--- src/rtl/noc_pkg.sv ---
// Shared definitions for the local network interface: packet field layout,
// packet type codes, TX queue entry format and saturating counter helpers.
package noc_pkg;

  localparam int ADDR_W    = 4;
  localparam int TS_W      = 8;
  localparam int PAYLOAD_W = 22;
  localparam int TYPE_W    = 2;

  // 40-bit packet: [39:36]src [35:32]dst [31:24]timestamp [23:2]data [1:0]type
  localparam int SRC_MSB  = 39;
  localparam int SRC_LSB  = 36;
  localparam int DST_MSB  = 35;
  localparam int DST_LSB  = 32;
  localparam int TS_MSB   = 31;
  localparam int TS_LSB   = 24;
  localparam int DATA_MSB = 23;
  localparam int DATA_LSB = 2;
  localparam int TYPE_MSB = 1;
  localparam int TYPE_LSB = 0;

  localparam logic [TYPE_W-1:0] TYPE_DATA = 2'b00;
  localparam logic [TYPE_W-1:0] TYPE_REQ  = 2'b01;
  localparam logic [TYPE_W-1:0] TYPE_RSP  = 2'b10;
  localparam logic [TYPE_W-1:0] TYPE_RSV  = 2'b11;

  // What waits in the TX queue / RSP slot; src and timestamp are added at issue.
  typedef struct packed {
    logic [ADDR_W-1:0]    dst;
    logic [PAYLOAD_W-1:0] data;
    logic [TYPE_W-1:0]    typ;
  } tx_entry_t;

  function automatic logic [15:0] sat_inc16(input logic [15:0] v);
    return (v == 16'hFFFF) ? v : v + 16'd1;
  endfunction

  function automatic logic [7:0] sat_inc8(input logic [7:0] v);
    return (v == 8'hFF) ? v : v + 8'd1;
  endfunction

endpackage

--- src/rtl/noc_ni_txq.sv ---
// Synchronous FIFO holding core TX requests until the router can take them.
// A push on a full queue is accepted only when a pop frees a slot that cycle.
module noc_ni_txq #(
  parameter int W     = 28,
  parameter int DEPTH = 4,
  parameter int AW    = 2
) (
  input  logic          clk,
  input  logic          rst_n,
  input  logic          push,
  input  logic [W-1:0]  wdata,
  input  logic          pop,
  output logic [W-1:0]  rdata,
  output logic          full,
  output logic          empty,
  output logic [AW:0]   count
);

  localparam logic [AW:0] FULL_CNT = (AW+1)'(DEPTH);

  logic [W-1:0]  mem_q [DEPTH];
  logic [AW-1:0] wr_ptr_q, wr_ptr_d;
  logic [AW-1:0] rd_ptr_q, rd_ptr_d;
  logic [AW:0]   count_q, count_d;
  logic          do_push, do_pop;

  // Occupancy flags, guarded push/pop and next pointer/count values.
  always_comb begin
    full     = (count_q == FULL_CNT);
    empty    = (count_q == '0);
    do_pop   = pop && !empty;
    do_push  = push && (!full || do_pop);
    wr_ptr_d = do_push ? wr_ptr_q + AW'(1) : wr_ptr_q;
    rd_ptr_d = do_pop  ? rd_ptr_q + AW'(1) : rd_ptr_q;
    count_d  = count_q;
    if (do_push && !do_pop) count_d = count_q + (AW+1)'(1);
    if (!do_push && do_pop) count_d = count_q - (AW+1)'(1);
    rdata    = mem_q[rd_ptr_q];
    count    = count_q;
  end

  // Pointer and occupancy registers.
  always_ff @(posedge clk) begin
    if (!rst_n) begin
      wr_ptr_q <= '0;
      rd_ptr_q <= '0;
      count_q  <= '0;
    end else begin
      wr_ptr_q <= wr_ptr_d;
      rd_ptr_q <= rd_ptr_d;
      count_q  <= count_d;
    end
  end

  // Storage array; contents are don't-care until written.
  always_ff @(posedge clk) begin
    if (do_push) mem_q[wr_ptr_q] <= wdata;
  end

endmodule

--- src/rtl/noc_local_ni.sv ---
// Local-port network interface. TX: queue core requests and inject them into
// the router with an RSP slot taking priority. RX: decode ejected packets,
// report fields and latency, and turn accepted REQs into RSPs.
// Handshake: a request transfers on a cycle where req_valid && req_ready;
// the router side has no ready, instead router_full==1 blocks issue.
module noc_local_ni
  import noc_pkg::*;
#(
  parameter int          DATASIZE  = 40,
  parameter logic [3:0]  NODE_ID   = 4'h0,
  parameter int          TXQ_DEPTH = 4,
  parameter int          TXQ_AW    = 2
) (
  input  logic                clk,
  input  logic                rst_n,
  input  logic                req_valid,
  output logic                req_ready,
  input  logic [3:0]          req_dst,
  input  logic [21:0]         req_data,
  input  logic [1:0]          req_type,
  output logic [DATASIZE-1:0] ni_data_out,
  output logic                ni_valid_out,
  input  logic                router_full,
  input  logic [DATASIZE-1:0] ni_data_in,
  input  logic                ni_valid_in,
  output logic                rx_valid,
  output logic [3:0]          rx_src,
  output logic [21:0]         rx_data,
  output logic [1:0]          rx_type,
  output logic [7:0]          rx_latency,
  output logic                misroute,
  output logic [15:0]         tx_count,
  output logic [15:0]         rx_count,
  output logic [7:0]          rsp_drop
);

  localparam logic [TXQ_AW:0] TXQ_FULL_CNT = (TXQ_AW+1)'(TXQ_DEPTH);

  logic [TS_W-1:0]     ts_now_q, ts_now_d;
  tx_entry_t           txq_wdata, txq_rdata, issue_entry;
  tx_entry_t           rsp_slot_q, rsp_slot_d;
  logic                rsp_full_q, rsp_full_d;
  logic                txq_push, txq_pop, txq_full, txq_empty;
  logic [TXQ_AW:0]     txq_count;
  logic                issue;
  logic [DATASIZE-1:0] ni_data_out_q, ni_data_out_d;
  logic                ni_valid_out_q, ni_valid_out_d;
  logic                rx_valid_q, rx_valid_d, misroute_q, misroute_d;
  logic [3:0]          rx_src_q, rx_src_d;
  logic [21:0]         rx_data_q, rx_data_d;
  logic [1:0]          rx_type_q, rx_type_d;
  logic [7:0]          rx_latency_q, rx_latency_d;
  logic [15:0]         tx_count_q, tx_count_d, rx_count_q, rx_count_d;
  logic [7:0]          rsp_drop_q, rsp_drop_d;
  logic                accept;

  noc_ni_txq #(.W($bits(tx_entry_t)), .DEPTH(TXQ_DEPTH), .AW(TXQ_AW)) u_txq (
    .clk(clk), .rst_n(rst_n), .push(txq_push), .wdata(txq_wdata),
    .pop(txq_pop), .rdata(txq_rdata), .full(txq_full), .empty(txq_empty),
    .count(txq_count)
  );

  // TX side: enqueue, arbitrate RSP slot over queue head, build issued packet.
  always_comb begin
    ts_now_d       = ts_now_q + 8'd1;
    req_ready      = (txq_count != TXQ_FULL_CNT);
    txq_push       = req_valid && !txq_full;
    txq_wdata.dst  = req_dst;
    txq_wdata.data = req_data;
    txq_wdata.typ  = (req_type == TYPE_RSV) ? TYPE_DATA : req_type;
    issue          = !router_full && (rsp_full_q || !txq_empty);
    txq_pop        = issue && !rsp_full_q;
    issue_entry    = rsp_full_q ? rsp_slot_q : txq_rdata;
    ni_valid_out_d = issue;
    ni_data_out_d  = issue ? {NODE_ID, issue_entry.dst, ts_now_q,
                              issue_entry.data, issue_entry.typ}
                           : ni_data_out_q;
    tx_count_d     = issue ? sat_inc16(tx_count_q) : tx_count_q;
  end

  // RX side: decode, latency, counters and the auto-responder slot.
  always_comb begin
    accept       = ni_valid_in && (ni_data_in[DST_MSB:DST_LSB] == NODE_ID);
    rx_valid_d   = accept;
    misroute_d   = ni_valid_in && !accept;
    rx_src_d     = accept ? ni_data_in[SRC_MSB:SRC_LSB]   : rx_src_q;
    rx_data_d    = accept ? ni_data_in[DATA_MSB:DATA_LSB] : rx_data_q;
    rx_type_d    = accept ? ni_data_in[TYPE_MSB:TYPE_LSB] : rx_type_q;
    rx_latency_d = accept ? ts_now_q - ni_data_in[TS_MSB:TS_LSB] : rx_latency_q;
    rx_count_d   = accept ? sat_inc16(rx_count_q) : rx_count_q;
    // The slot counts as free if it is empty or being issued this cycle.
    rsp_full_d   = rsp_full_q && !issue;
    rsp_slot_d   = rsp_slot_q;
    rsp_drop_d   = rsp_drop_q;
    if (accept && (ni_data_in[TYPE_MSB:TYPE_LSB] == TYPE_REQ)) begin
      if (!rsp_full_d) begin
        rsp_full_d      = 1'b1;
        rsp_slot_d.dst  = ni_data_in[SRC_MSB:SRC_LSB];
        rsp_slot_d.data = ni_data_in[DATA_MSB:DATA_LSB];
        rsp_slot_d.typ  = TYPE_RSP;
      end else begin
        rsp_drop_d = sat_inc8(rsp_drop_q);
      end
    end
  end

  // State registers; reset clears everything including in-flight RX results.
  always_ff @(posedge clk) begin
    if (!rst_n) begin
      ts_now_q <= '0; rsp_slot_q <= '0; rsp_full_q <= 1'b0;
      ni_data_out_q <= '0; ni_valid_out_q <= 1'b0;
      rx_valid_q <= 1'b0; misroute_q <= 1'b0; rx_src_q <= '0;
      rx_data_q <= '0; rx_type_q <= '0; rx_latency_q <= '0;
      tx_count_q <= '0; rx_count_q <= '0; rsp_drop_q <= '0;
    end else begin
      ts_now_q <= ts_now_d; rsp_slot_q <= rsp_slot_d; rsp_full_q <= rsp_full_d;
      ni_data_out_q <= ni_data_out_d; ni_valid_out_q <= ni_valid_out_d;
      rx_valid_q <= rx_valid_d; misroute_q <= misroute_d; rx_src_q <= rx_src_d;
      rx_data_q <= rx_data_d; rx_type_q <= rx_type_d; rx_latency_q <= rx_latency_d;
      tx_count_q <= tx_count_d; rx_count_q <= rx_count_d; rsp_drop_q <= rsp_drop_d;
    end
  end

  assign ni_data_out  = ni_data_out_q;
  assign ni_valid_out = ni_valid_out_q;
  assign rx_valid     = rx_valid_q;
  assign misroute     = misroute_q;
  assign rx_src       = rx_src_q;
  assign rx_data      = rx_data_q;
  assign rx_type      = rx_type_q;
  assign rx_latency   = rx_latency_q;
  assign tx_count     = tx_count_q;
  assign rx_count     = rx_count_q;
  assign rsp_drop     = rsp_drop_q;

endmodule
--- config.mk ---
export PLATFORM = sky130hd
export DESIGN_NAME = noc_local_ni
export DESIGN_NICKNAME = d
export VERILOG_FILES = /design/src/rtl/noc_pkg.sv /design/src/rtl/noc_ni_txq.sv /design/src/rtl/noc_local_ni.sv
export SDC_FILE = /design/constraint.sdc
export NUM_CORES = 1
export LEC_CHECK = 0
export BUFFER_PORTS_ARGS = -buffer_cell sky130_fd_sc_hd__buf_2
export CAP_MARGIN = 15
export CORE_MARGIN = 5
export CORE_UTILIZATION = 52
export CTS_BUF_LIST = sky130_fd_sc_hd__clkbuf_8
export DETAILED_ROUTE_END_ITERATION = 10
export PLACE_DENSITY_LB_ADDON = 0.2
export SYNTH_ARGS = -nofsm -noshare
export SYNTH_HDL_FRONTEND = slang
export SYNTH_SLANG_ARGS = --single-unit
export TNS_END_PERCENT = 20
--- constraint.sdc ---
create_clock -name clk -period 2.1 [get_ports clk]
set_input_delay 0.42 -clock clk [delete_from_list [all_inputs] [get_ports clk]]
set_output_delay 0.42 -clock clk [all_outputs]
set_load 0.005 [all_outputs]
* Word-level counts from Yosys, hierarchy flattened
Memories as Yosys holds them, arrays and structs flattened. A register that Yosys moved wholly into a read port is not among the register bits.
Cells that the tools add are included.
** Storage, ports and cells
- Logic and storage cells :: 77
- RAM bits :: 112
- Register bits :: 158
- Memories kept :: 1
- Output and inout bits :: 120
** Cells by class
- Mux-type cells :: 9
- $add $sub $neg :: 9
- Bitwise logic cells :: 4
- Equality and inequality tests :: 7
- Reduce and logical (&&, ||, !) cells :: 28
** Memories
- u_txq.mem_q :: depth 4, bits a word 28, read ports 1, clocked after memory_dff 1, wr ports 1, line noc_ni_txq.sv:21 : logic [W-1:0] mem_q [DEPTH];
** Operators with widths (count)
- 16-bit by 1-bit adder with 16-bit output, second input constant :: 2
- 16-bit equality test, second input constant :: 2
- 28-bit two-way mux :: 1
- 8-bit by 1-bit adder with 8-bit output, second input constant :: 2
- 1-bit logical AND :: 11
- 8-bit equality test, second input constant :: 1
- 1-bit zero test :: 8
- 8-bit subtractor :: 1
- 2-bit two-way mux :: 3
- 3-bit two-way mux :: 2
- 2-bit AND reduction :: 3
- 2-bit by 1-bit adder with 2-bit output, second input constant :: 2
- 4-bit zero test :: 1
- 1-bit NOT :: 4
- 3-bit by 1-bit adder with 3-bit output, second input constant :: 1
- 3-bit equality test, second input constant :: 1
- 3-bit zero test :: 1
- 1-bit two-way mux :: 3
- 3-bit != test, second input constant :: 1
- 3-bit AND reduction :: 1
- 3-bit by 1-bit subtractor with 3-bit output, second input constant :: 1
- 2-bit by 1-bit equality test with 1-bit output, second input constant :: 1
- 2-bit equality test, second input constant :: 1
- 1-bit logical OR :: 2
- 2-bit nonzero test :: 1

* Logic depth before layout (Yosys ltp)
Gate-level depths: netlist of run 1.
- Word-level depth :: 11
- Depth in mapped cells :: 10
- Gate-level depth less buffers :: 10

* By module
Synthesis of run 1 repeated with hierarchy kept, for this count alone.
** Second synthesis, totals
- Cell total of the unflattened synthesis :: 982
- Area total of the unflattened synthesis :: 11387.2 um^2
** Modules (own cells, without submodules)
- noc_local_ni :: cells an instance 776, instances 1, area each 6807.8 um^2
- noc_ni_txq :: cells an instance 206, instances 1, area each 4579.4 um^2

* Worst setup path before layout of run 1
Ideal clock, no wire load.
- Kind :: register to register
- Start :: register rsp_full_q
- End :: register u_txq.count_q[2], in the netlist u_txq.count[2]
- Arrival time :: 2134 ps
- Cell stages (with the launch flop) :: 9
- Data required time :: 2030 ps
- Clock period less this slack :: 2204 ps
- Library setup time :: 70 ps
- Path slack :: -104 ps
- Buffers on the path :: 1
- Cells stage by stage :: dfxtp_1 -> buf_2 -> nor3_1 -> ha_1 -> inv_1 -> fa_1 -> xor2_1 -> or3_1 -> a21oi_1
** Between the ends
- Cells in the longest elaborated chain, start to end :: 9
- Elaborated cells between the ends (all ways) :: 13
- Those cells by class :: 1 x mux; 12 x reduce/logical
** Ends and longest elaborated chain
- start: declaration :: line noc_local_ni.sv:42 : logic rsp_full_q, rsp_full_d;
- start signal: assignment :: line noc_local_ni.sv:116 : ts_now_q <= ts_now_d; rsp_slot_q <= rsp_slot_d; rsp_full_q <= rsp_full_d;
- 1-bit logical OR :: line noc_local_ni.sv:71 : issue = !router_full && (rsp_full_q || !txq_empty);
- 1-bit logical AND :: line noc_local_ni.sv:71
- 1-bit logical AND * :: line noc_local_ni.sv:72 : txq_pop = issue && !rsp_full_q;
- 1-bit logical AND * :: line noc_ni_txq.sv:31 : do_pop = pop && !empty;
- via u_txq.do_pop :: line noc_ni_txq.sv:25 : logic do_push, do_pop;
- 1-bit logical OR :: line noc_ni_txq.sv:32 : do_push = push && (!full || do_pop);
- 1-bit logical AND :: line noc_ni_txq.sv:32
- 1-bit zero test :: line noc_ni_txq.sv:37 : if (!do_push && do_pop) count_d = count_q - (AW+1)'(1);
- 1-bit logical AND :: line noc_ni_txq.sv:37
- 3-bit two-way mux or 2-bit nonzero test (tied branches)
- end signal: assignment :: line noc_ni_txq.sv:51 : count_q <= count_d;
- end: declaration :: line noc_ni_txq.sv:24 : logic [AW:0] count_q, count_d;
Mark *: on every way through the listed nets, which the timed path passes. The rest lies on a longest branch.
A chain may end at the register's enable or synchronous reset.

* Worst setup path in the final report of run 1
- Start :: register u_txq.count_q[1], in the netlist u_txq.count[1]
- End :: register u_txq.count_q[2], in the netlist u_txq.count[2]
** Between the ends
- Cells in the longest elaborated chain, start to end :: 11
- Elaborated cells between the ends (all ways) :: 20
- Those cells by class :: 2 x add/sub; 1 x eq/ne; 2 x mux; 15 x reduce/logical
** Ends and longest elaborated chain
- 3-bit zero test :: line noc_ni_txq.sv:30 : empty = (count_q == '0);
- 1-bit zero test :: line noc_ni_txq.sv:31, noc_local_ni.sv:71
- 1-bit logical OR :: line noc_local_ni.sv:71
- 1-bit logical AND :: line noc_local_ni.sv:71
- 1-bit logical AND :: line noc_local_ni.sv:72
- 1-bit logical AND :: line noc_ni_txq.sv:31
- 1-bit logical OR :: line noc_ni_txq.sv:32
- 1-bit logical AND :: line noc_ni_txq.sv:32
- 1-bit zero test :: line noc_ni_txq.sv:37
- 1-bit logical AND :: line noc_ni_txq.sv:37
- 3-bit two-way mux or 2-bit nonzero test (tied branches)
Several ways; a longest one is shown, not always the timed one. The select of a mux whose other input is x is not followed.

==> impl_results.md, run 1 <==
- # IOs: 193
- First-pass GRT wire length: 39,600 µm
- Initial Util: 52.3%
- Mapped cell area: 0.0109 mm²
- Die Y: 155 µm
- Endpoints failing setup: 0
- First drt pass iteration count: 6
- CP startpoint kind: flop
- Final setup skew: 0.0272 ns
- Total power: 0.0134 W
- Slew Limit Fails: 0
- Share of Yosys cell area claimed by the top area cell type: 30.9%
- Met1 track demand over resource: 28.4%
- Total GRT Usage: 20.6%
- Wire per inst: 17.2 µm
- Clock-pin slew on the worst setup and hold paths: 0.06 ns
- Vias: 7,576
- Post-Synthesis Cells: 921
- Worst-path fanout max: 3
- TritonCTS clock tree: built
- Synth warn: 0
- Xor-xnor portion of the synthesized cell area: 3.21%
- Main combinational cell family by area after synthesis: simple AND/OR/NAND/NOR gates
- Status: finished, final reports clean
- RSZ-0062 raised after global routing: yes
- Clk sink count: 272
- Post-Route WL: 25,100 µm
- Post-Layout Cell Count: 1,456
- CTS Buf Count: 45
- EDFF count, synth: 112
- Initial antenna violation count: 1
- Post-CTS Hold Fix Bufs: 0
- Most frequent cells in the layout: buf_2 (188), dfxtp_1 (154), edfxtp_1 (112), nand2_1 (101), nor2_1 (86)
- GPL Wtd Cong: 0.788
- Post-synth top area cell: edfxtp_1
- Dominant synthesized flop cell: dfxtp_1
- Vias in the first global route: 7,360
- Commonest non-fill, non-tap cell in the layout: buf_2
- Root Buffer: clkbuf_8
- Clk_lat worst skew: 0.55 ns
- Setup CP Type: reg2reg
- Setup TNS: 0 ns
- Hold Crit Class: in2reg
- Placed cell area: 0.0123 mm²
- Area contributors post-synth: edfxtp_1 (31%), dfxtp_1 (29%), mux4_2 (5.8%), mux2i_1 (5.6%), a21oi_1 (3.5%)
- GR met2 Demand/Resource: 33.1%
- Post-synthesis sequential area ratio: 60.3%
- Reg2Reg Setup Slack: 0.07 ns
- Row cnt: 53
- Post-route clock period utilization: 96.8%
- Setup ws final: 0.0666 ns
- Layout cells sized above 1: 29.0%
- Fmax: 0.492 GHz
- Arr. time, crit path: 2.51 ns
- Synth Area in Simple Gates: 13.5%
- Pre-CTS setup slack: -0.00576 ns
- Max VDD drop: 867 µV
- Power Dens Cells: 1010 mW/mm²
- Finished Cell Area: 0.0133 mm²
- Global route hottest layer: met2
- Antenna Nets Post-Route: 0
- DRC: 0
- Placed Instances: 1,374
- Largest net degree at the start of global routing: 63
- Compound-Gate Fraction of Synth Area: 6.46%
- MaxCap Viol Count: 0
- Die width: 155 µm
- # port buffers: 188
- Layout overhead on the synthesized area: 22.1%
- Hold Vio Cnt, Final: 0
- Async set or reset register ratio after synthesis: 0%
- Core ar.: 0.0208 mm²
- CP Capture Type: flop
- Met3 Use GR: 4.62%
- Leakage: 5.42 nW
- H-tree Lvls: 2
- Vias/cell: 5.20
- Final net count: 1,238
- DR iter-0 viols: 359
- Fin crit period: 2.03 ns
- Synth Area in Adders: 2.20%
- WP data required: 2.57 ns
- HPWL Detailed: 17,400 µm
- Syn_area_per_cell: 11.8 µm²
- Seq cells post-synth: 272
- Post-synthesis mux area share: 11.4%
- Die area: 0.0240 mm²
- Grt ovf: 0
- Post-synth cell types: 51
- Clock buffer depth: 3
## path summary, 6_finish.rpt
path | end | from | cells after the start
worst max-delay path | u_txq.count[2] | u_txq.count[1] | 10
worst min-delay path | u_txq.mem_q[1][12] | req_data[10] | 1
worst max register to register | u_txq.count[2] | u_txq.count[1] | 10
worst min register to register | rsp_slot_q[1] | rsp_slot_q[1] | 2
## kinds of logic (layout without fill, tap and decap cells)
kind of cell / Yosys count / count (layout)
and+or+nand+nor: 300 / 300
DFF: 272 / 272
AOI/OAI and AO/OA: 131 / 131
muxes: 89 / 89
buffers and inverters: 70 / 326
xor gates and xnor gates: 40 / 40
adders and majority gates: 18 / 18
other: 1 / 5
## routing by layer
metal / share of wire (%) / wire, µm
met5: 0.052 / 13
met4: 2.1 / 535
met3: 6.6 / 1670
met2: 47 / 11700
met1: 44 / 11200
## cells in the mapped netlist, drive strengths merged, types with 2 or more instances
cell and number:
dfxtp 160, and2 8, nand2b 4, nor3b 2, a21boi 2, or4 2, mux4 28, and4 9
edfxtp 112, clkbuf 28, nor4 9, a21oi 77, a211oi 5, buf 22, fa 2, nor3 10
or3 4, xnor2 24, inv 20, and3 13, nor2b 7, a311o 2, nand2 101, o21ai 38
nand3 25, xor2 16, ha 16, mux2i 61, nor2 87, nand4 17
## what timing repair did
action                                  4_1_cts  5_1_grt
resized for setup                             3        9
endpoints found under the setup margin        1        2
pin swaps                                     0        1
setup buffers                                 0        1
## where the power goes
group	switching, W	internal [W]	total [W]
registers	0.000282	0.00605	0.00633
clock network	0.00204	0.00266	0.00470
logic	0.00122	0.00116	0.00238
total	0.00354	0.00987	0.0134
## sequential cells by signal, summed over array words and instances, names as in the netlist, named ones only
name and count:
misroute 1, rx_latency 8, rx_count 16, rx_src 4, rx_valid 1, rsp_full_q 1
tx_count 16, rsp_slot_q 27, rx_data 22, u_txq.wr_ptr_q 2, u_txq.mem_q 112, rx_type 2
u_txq.count 3, ni_data_out 36, ts_now_q 8, u_txq.rd_ptr_q 2, rsp_drop 8, ni_valid_out 1
## area by class of cell
class | instances | area, µm²
diodes | 1 | 2.50
clock buffers | 49 | 674
clock inverters | 31 | 251
fillers | 1691 | 7520
inverters | 20 | 77.6
multi-input cells | 582 | 4050
flip-flops and latches | 272 | 6570
well taps | 275 | 344
repair buffers | 226 | 1330
## per-stage QoR
stage / utilization (%) / hold slack, ns
2_1_floorplan: - / 0.425
3_3_place_gp: 59.3 / 0.436
3_5_place_dp: 59.3 / 0.443
4_1_cts: 63.7 / 0.0471
5_1_grt: 63.9 / 0.0469
6_report: 63.9 / 0.0822
## worst max-delay path, cell delays in order (launching register included)
cell,delay (ns)
dfxtp_2,0.34
inv_2,0.08
nand3_2,0.09
and2_4,0.16
inv_1,0.08
ha_2,0.18
inv_1,0.06
fa_2,0.34
xor2_1,0.15
or3_4,0.36
a21oi_2,0.13
Note: power is estimated with default switching activity, not from simulation.
==> inputs of run 2 (changes only) <==
--- a/config.mk
+++ b/config.mk
@@ -5,10 +5,11 @@
 export SDC_FILE = /design/constraint.sdc
 export NUM_CORES = 1
 export LEC_CHECK = 0
+export ABC_CLOCK_PERIOD_IN_PS = 2100
 export BUFFER_PORTS_ARGS = -buffer_cell sky130_fd_sc_hd__buf_2
-export CAP_MARGIN = 15
+export CAP_MARGIN = 20
 export CORE_MARGIN = 5
-export CORE_UTILIZATION = 52
+export CORE_UTILIZATION = 49
 export CTS_BUF_LIST = sky130_fd_sc_hd__clkbuf_8
 export DETAILED_ROUTE_END_ITERATION = 10
 export PLACE_DENSITY_LB_ADDON = 0.2
==> run 2 against run 1 <==
Worst hold slack got worse by 0.014 ns. Routed wire length increased by 2.2%. Flip-flop and latch count is the same. Critical path depth is the same. Non-clock buffer count decreased by 1. Final area barely moved. Die area up 5.7%. Cell count grew 0.41%. Clock skew is 0.0027 ns higher. Global-route usage shrank 0.73 points. Critical path type unchanged. Critical endpoint unchanged. Largest cell class unchanged. Highest routed layer unchanged.
==> impl_results.md, run 2 (synthesis results as in run 1) <==
- Status: finished, final reports clean
- # IOs: 193
- Clock buffer depth: 3
- Clk sink count: 272
- Switching part of the total: 26.8%
- TritonCTS clock tree: built
- Fmax: 0.503 GHz
- Post-Route WL: 25,600 µm
- Most frequent cells in the layout: buf_2 (188), dfxtp_1 (155), edfxtp_1 (112), nand2_1 (101), nor2_1 (86)
- Clock share of power: 35.6%
- WP data required: 2.59 ns
- Die Y: 159 µm
- Endpoints failing setup: 0
- Clock-pin slew on the worst setup and hold paths: 0.06 ns
- Post-route clock period utilization: 94.7%
- H-tree Lvls: 2
- Row cnt: 54
- Die width: 159 µm
- Core ar.: 0.0219 mm²
- Commonest non-fill, non-tap cell in the layout: buf_2
- Vias: 7,675
- Initial Util: 49.8%
- Total GRT Usage: 19.9%
- Initial antenna violation count: 2
- First drt pass iteration count: 5
- Top delay family on crit path: simple AND/OR/NAND/NOR gates
- CP Capture Type: flop
- DR iter-0 viols: 499
- Arr. time, crit path: 2.48 ns
- P_sw: 0.00358 W
- Antenna Nets Post-Route: 0
- Final setup skew: 0.0300 ns
- Placed cell area: 0.0123 mm²
- Vias in the first global route: 7,577
- Largest net degree at the start of global routing: 51
- Wire per inst: 17.5 µm
- RSZ-0062 raised after global routing: no
- Power Dens Cells: 1010 mW/mm²
- Grt ovf: 0
- Worst Path Buf+Inv: 3
- Clk_lat worst skew: 0.57 ns
- Leakage: 5.43 nW
- Layout overhead on the synthesized area: 22.0%
- Vias/cell: 5.25
- Comb pwr share: 17.5%
- CP startpoint kind: flop
- Finished Cell Area: 0.0133 mm²
- Critical Path Most Common Cell: inv_2
- First-pass GRT wire length: 41,300 µm
- Final net count: 1,237
- HPWL Detailed: 17,600 µm
- Number of flip-flops in the largest register: 112
- Layout cells sized above 1: 29.2%
- Reg power frac: 47.0%
- Slowest stage delay, CP: 0.36 ns
- # port buffers: 188
- CTS Buf Count: 45
- Max stage delay cell, worst path: fa_1
- GPL Wtd Cong: 0.872
- Worst-path fanout max: 3
- Post-CTS setup repair buffer count: 0
- CP Cell Sequence: inv_2 -> nand3_2 -> and2_1 -> inv_2 -> ha_2 -> inv_1 -> fa_1 -> xor2_1 -> or3_1 -> a21oi_2
- MaxCap Viol Count: 0
- Setup CP Type: reg2reg
- Fin crit period: 1.99 ns
- Largest Register: u_txq.mem_q
- Max VDD drop: 678 µV
- Slew Limit Fails: 0
- Int Power: 0.00981 W
- N_diodes: 0
- Setup TNS: 0 ns
- Hold Vio Cnt, Final: 0
- Hold Crit Class: in2reg
- Root Buffer: clkbuf_8
- DRC: 0
- Die area: 0.0253 mm²
- Fill count: 1,839
-- run 2: per-layer routing --
metal	wire, µm	track usage (%)
met3	1740	4.94
met5	33	0
met2	12000	31.7
met4	503	5.89
met1	11400	27.2
-- run 2: power by group through the flow --
stage	Combinational (W)	Clock [W]	Sequential, W
floorplan	0.00146	0	0.00636
global placement	0.00233	0	0.00639
detailed placement	0.00237	0	0.00639
CTS	0.00238	0.00491	0.00629
global route	0.00258	0.00517	0.00634
finish	0.00234	0.00476	0.00629
-- run 2: area by class of cell --
| type | instances | area [µm²] | area share (%) |
|---|---|---|---|
| clock buffers | 59 | 812 | 6.11 |
| clock inverters | 24 | 148 | 1.11 |
| inverters | 20 | 77.6 | 0.583 |
| multi-input cells | 582 | 4040 | 30.4 |
| flip-flops and latches | 272 | 6570 | 49.4 |
| well taps | 280 | 350 | 2.64 |
| repair buffers | 225 | 1290 | 9.73 |
-- run 2: stage by stage --
| step | std cells | util (%) | total power (W) | hold slack [ns] | worst slack (ns) |
|---|---|---|---|---|---|
| after global routing | 1462 | 60.7 | 0.0141 | 0.0300 | 0.0154 |
| after detailed placement | 1379 | 56.3 | 0.00877 | 0.444 | 0.0130 |
| after floorplan | 924 | - | 0.00782 | 0.425 | 0.0177 |
| after global placement | 1379 | 56.3 | 0.00871 | 0.435 | 0.0890 |
| final | 1462 | 60.7 | 0.0134 | 0.0685 | 0.112 |
| after CTS | 1462 | 60.7 | 0.0136 | 0.0223 | 0.0147 |
-- run 2: what timing repair did --
item	CTS	global route
pin swaps	0	1
gates resized for setup	2	7
hold buffers	0	0
endpoints found under the setup margin	1	1
-- run 2: path summary, 6_finish.rpt --
check	startpoint	cells after the start	slack [ns]	endpoint
min reg2reg	rsp_slot_q[1]	2	0.45	rsp_slot_q[1]
max	u_txq.count[1]	10	0.11	u_txq.count[2]
min	req_data[2]	1	0.07	u_txq.mem_q[1][4]
max reg2reg	u_txq.count[1]	10	0.11	u_txq.count[2]
==> inputs of run 3 (changes only) <==
--- a/config.mk
+++ b/config.mk
@@ -6,12 +6,13 @@
 export NUM_CORES = 1
 export LEC_CHECK = 0
 export ABC_CLOCK_PERIOD_IN_PS = 2100
-export BUFFER_PORTS_ARGS = -buffer_cell sky130_fd_sc_hd__buf_2
 export CAP_MARGIN = 20
 export CORE_MARGIN = 5
 export CORE_UTILIZATION = 49
 export CTS_BUF_LIST = sky130_fd_sc_hd__clkbuf_8
 export DETAILED_ROUTE_END_ITERATION = 10
+export DONT_BUFFER_PORTS = 1
+export MAX_ROUTING_LAYER = met4
 export PLACE_DENSITY_LB_ADDON = 0.2
 export SYNTH_ARGS = -nofsm -noshare
 export SYNTH_HDL_FRONTEND = slang
==> constraint.sdc (replaced) <==
create_clock -name clk -period 2.1 [get_ports clk]
set_input_delay 0.42 -clock clk [delete_from_list [all_inputs] [get_ports clk]]
set_output_delay 0.42 -clock clk [all_outputs]
set_load 0.01 [all_outputs]
==> run 3 against run 2 <==
Combinational power is 8% lower. First-iteration DRC count rose by 9.4%. Maximum frequency shrank 0.44%. Largest cell class unchanged. Sequential power up 3%. Power decreased by 2.4%. Critical path depth did not move. Critical path type unchanged. Count of clock-buffer cells in the layout decreased by 4. Register-to-register slack about the same. Global-route usage rose by 1.0 points. Clock power down 5.7%. Non-clock buffer count decreased by 127.
==> impl_results.md, run 3 (synthesis results as in run 1) <==
- Status: finished, final reports clean
- Commonest non-fill, non-tap cell in the layout: dfxtp_1
- Fmax: 0.501 GHz
- DRC: 0
- Slew Limit Fails: 0
- Leakage: 4.76 nW
- GPL Wtd Cong: 0.870
- Die Y: 159 µm
- TritonCTS clock tree: built
- RSZ-0062 raised after global routing: yes
- Setup CP Type: reg2reg
- Power Dens Cells: 1010 mW/mm²
- Fin crit period: 2.00 ns
- Row cnt: 54
- Clock-pin slew on the worst setup and hold paths: 0.06 ns
- Largest net degree at the start of global routing: 51
- Vias in the first global route: 7,165
- Worst r2r path cells: 10
- Area of the multi-input gates: 0.00404 mm²
- Die area: 0.0253 mm²
- CP startpoint kind: flop
- Die width: 159 µm
- Placed cell area: 0.0114 mm²
- MaxCap Viol Count: 0
- Vias/cell: 5.50
- Post-Route WL: 26,800 µm
- Clk_lat worst skew: 0.56 ns
- Worst slew pin tran: 0.773 ns
- Final setup skew: 0.0286 ns
- Initial antenna violation count: 2
- # port buffers: 0
- Endpoints failing setup: 0
- Root Buffer: clkbuf_8
- Layout overhead on the synthesized area: 18.3%
- Post-route clock period utilization: 95.1%
- Wire per inst: 20.0 µm
- Reg2reg start: u_txq.count[1]
- Fill count: 1,810
- Post-Layout Cell Count: 1,339
- DR iter-0 viols: 546
- H-tree Lvls: 2
- Most frequent cells in the layout: dfxtp_1 (154), edfxtp_1 (112), nand2_1 (100), nor2_1 (86), a21oi_1 (77)
- HPWL Detailed: 16,800 µm
- Placed Instances: 1,192
- Worst-path fanout max: 3
- Clock buffer depth: 3
- Layout cells sized above 1: 14.5%
- Antenna Nets Post-Route: 0
- Number of flip-flops in the largest register: 112
- Clk sink count: 272
- Grt ovf: 0
- Reg2reg end: u_txq.count[2]
- WP data required: 2.58 ns
- Total GRT Usage: 20.9%
- Final net count: 1,111
- CP Capture Type: flop
- Worst Hold End: ni_data_out[15]
- Worst hold start: rst_n
- Hold Crit Class: in2reg
- Hold path depth: 2
- Register Area: 0.00657 mm²
- Vias: 7,371
- CTS Buf Count: 45
- # IOs: 193
- Initial Util: 49.8%
- Total power: 0.0131 W
- First drt pass iteration count: 5
- Hold Vio Cnt, Final: 0
- Reg2Reg Setup Slack: 0.10 ns
- Core ar.: 0.0219 mm²
- Arr. time, crit path: 2.47 ns
- Largest Register: u_txq.mem_q
- Max VDD drop: 662 µV
- Min Hold Slack: 0.0165 ns
- Worst rel slew slack: 48.3%
- Finished Cell Area: 0.0129 mm²
- First-pass GRT wire length: 41,300 µm
## run 3: cell types whose count changed in the layout (fill, tap and decap cells not counted), sizes merged, moves of 2 or more
cell,delta
clkbuf,-4
diode,+2
dlygate4sd3,+59
buf,-186
clkinv,+2
inv,+6
clkinvlp,-2
## run 3: per-stage QoR
step                setup WS [ns]  setup TNS (ns)  util, %
floorplan                  0.0177               0        -
global placement           0.0917               0     51.9
detailed placement         0.0485               0     51.9
CTS                        0.0317               0     58.8
global route              -0.0163         -0.0163     58.9
finish                      0.103               0     58.9
## run 3: worst max path at each step
stage                     end  slack (ns)  cells past startpoint      startpoint
6_report       u_txq.count[2]        0.10                     10  u_txq.count[1]
4_1_cts        u_txq.count[2]        0.03                     10  u_txq.count[1]
3_3_place_gp   u_txq.count[2]        0.09                     10  u_txq.count[0]
2_1_floorplan  u_txq.count[2]        0.02                      8      rsp_full_q
5_1_grt        u_txq.count[2]       -0.02                     10  u_txq.count[0]
3_5_place_dp   u_txq.count[2]        0.05                     10  u_txq.count[0]
## run 3: power by group
group          total, W  switching [W]  leakage [nW]  internal, W
combinational   0.00215        0.00117          1.89     0.000974
clock           0.00449        0.00209         0.543      0.00239
sequential      0.00645       0.000397          2.33      0.00605
## run 3: cell type report
class / instances / area share, %
flip-flops and latches: 272 / 51.0
multi-input cells: 583 / 31.4
repair buffers: 98 / 7.34
clock buffers: 55 / 5.87
well taps: 280 / 2.72
clock inverters: 29 / 1.07
inverters: 20 / 0.602
diodes: 2 / 0.0388
## run 3: repair_timing
item | CTS | global route
setup endpoints to repair | 0 | 17
hold endpoints to repair | 178 | 0
buffers inserted | 0 | 0
resized for setup | 0 | 6
hold buffers | 60 | 0
## run 3: metal layers
layer  wire [µm]  track usage [%]
met5           0                -
met1       11500             27.3
met4         561             5.89
met2       12500             32.4
met3        2210             5.72
## run 3: critical path, cell delays in order, from the launching register on
cell,delay (ns)
dfxtp_2,0.34
inv_2,0.07
nand3_2,0.08
and2_1,0.17
inv_1,0.07
ha_1,0.17
inv_1,0.06
fa_1,0.37
xor2_1,0.15
or3_1,0.30
a21oi_1,0.14
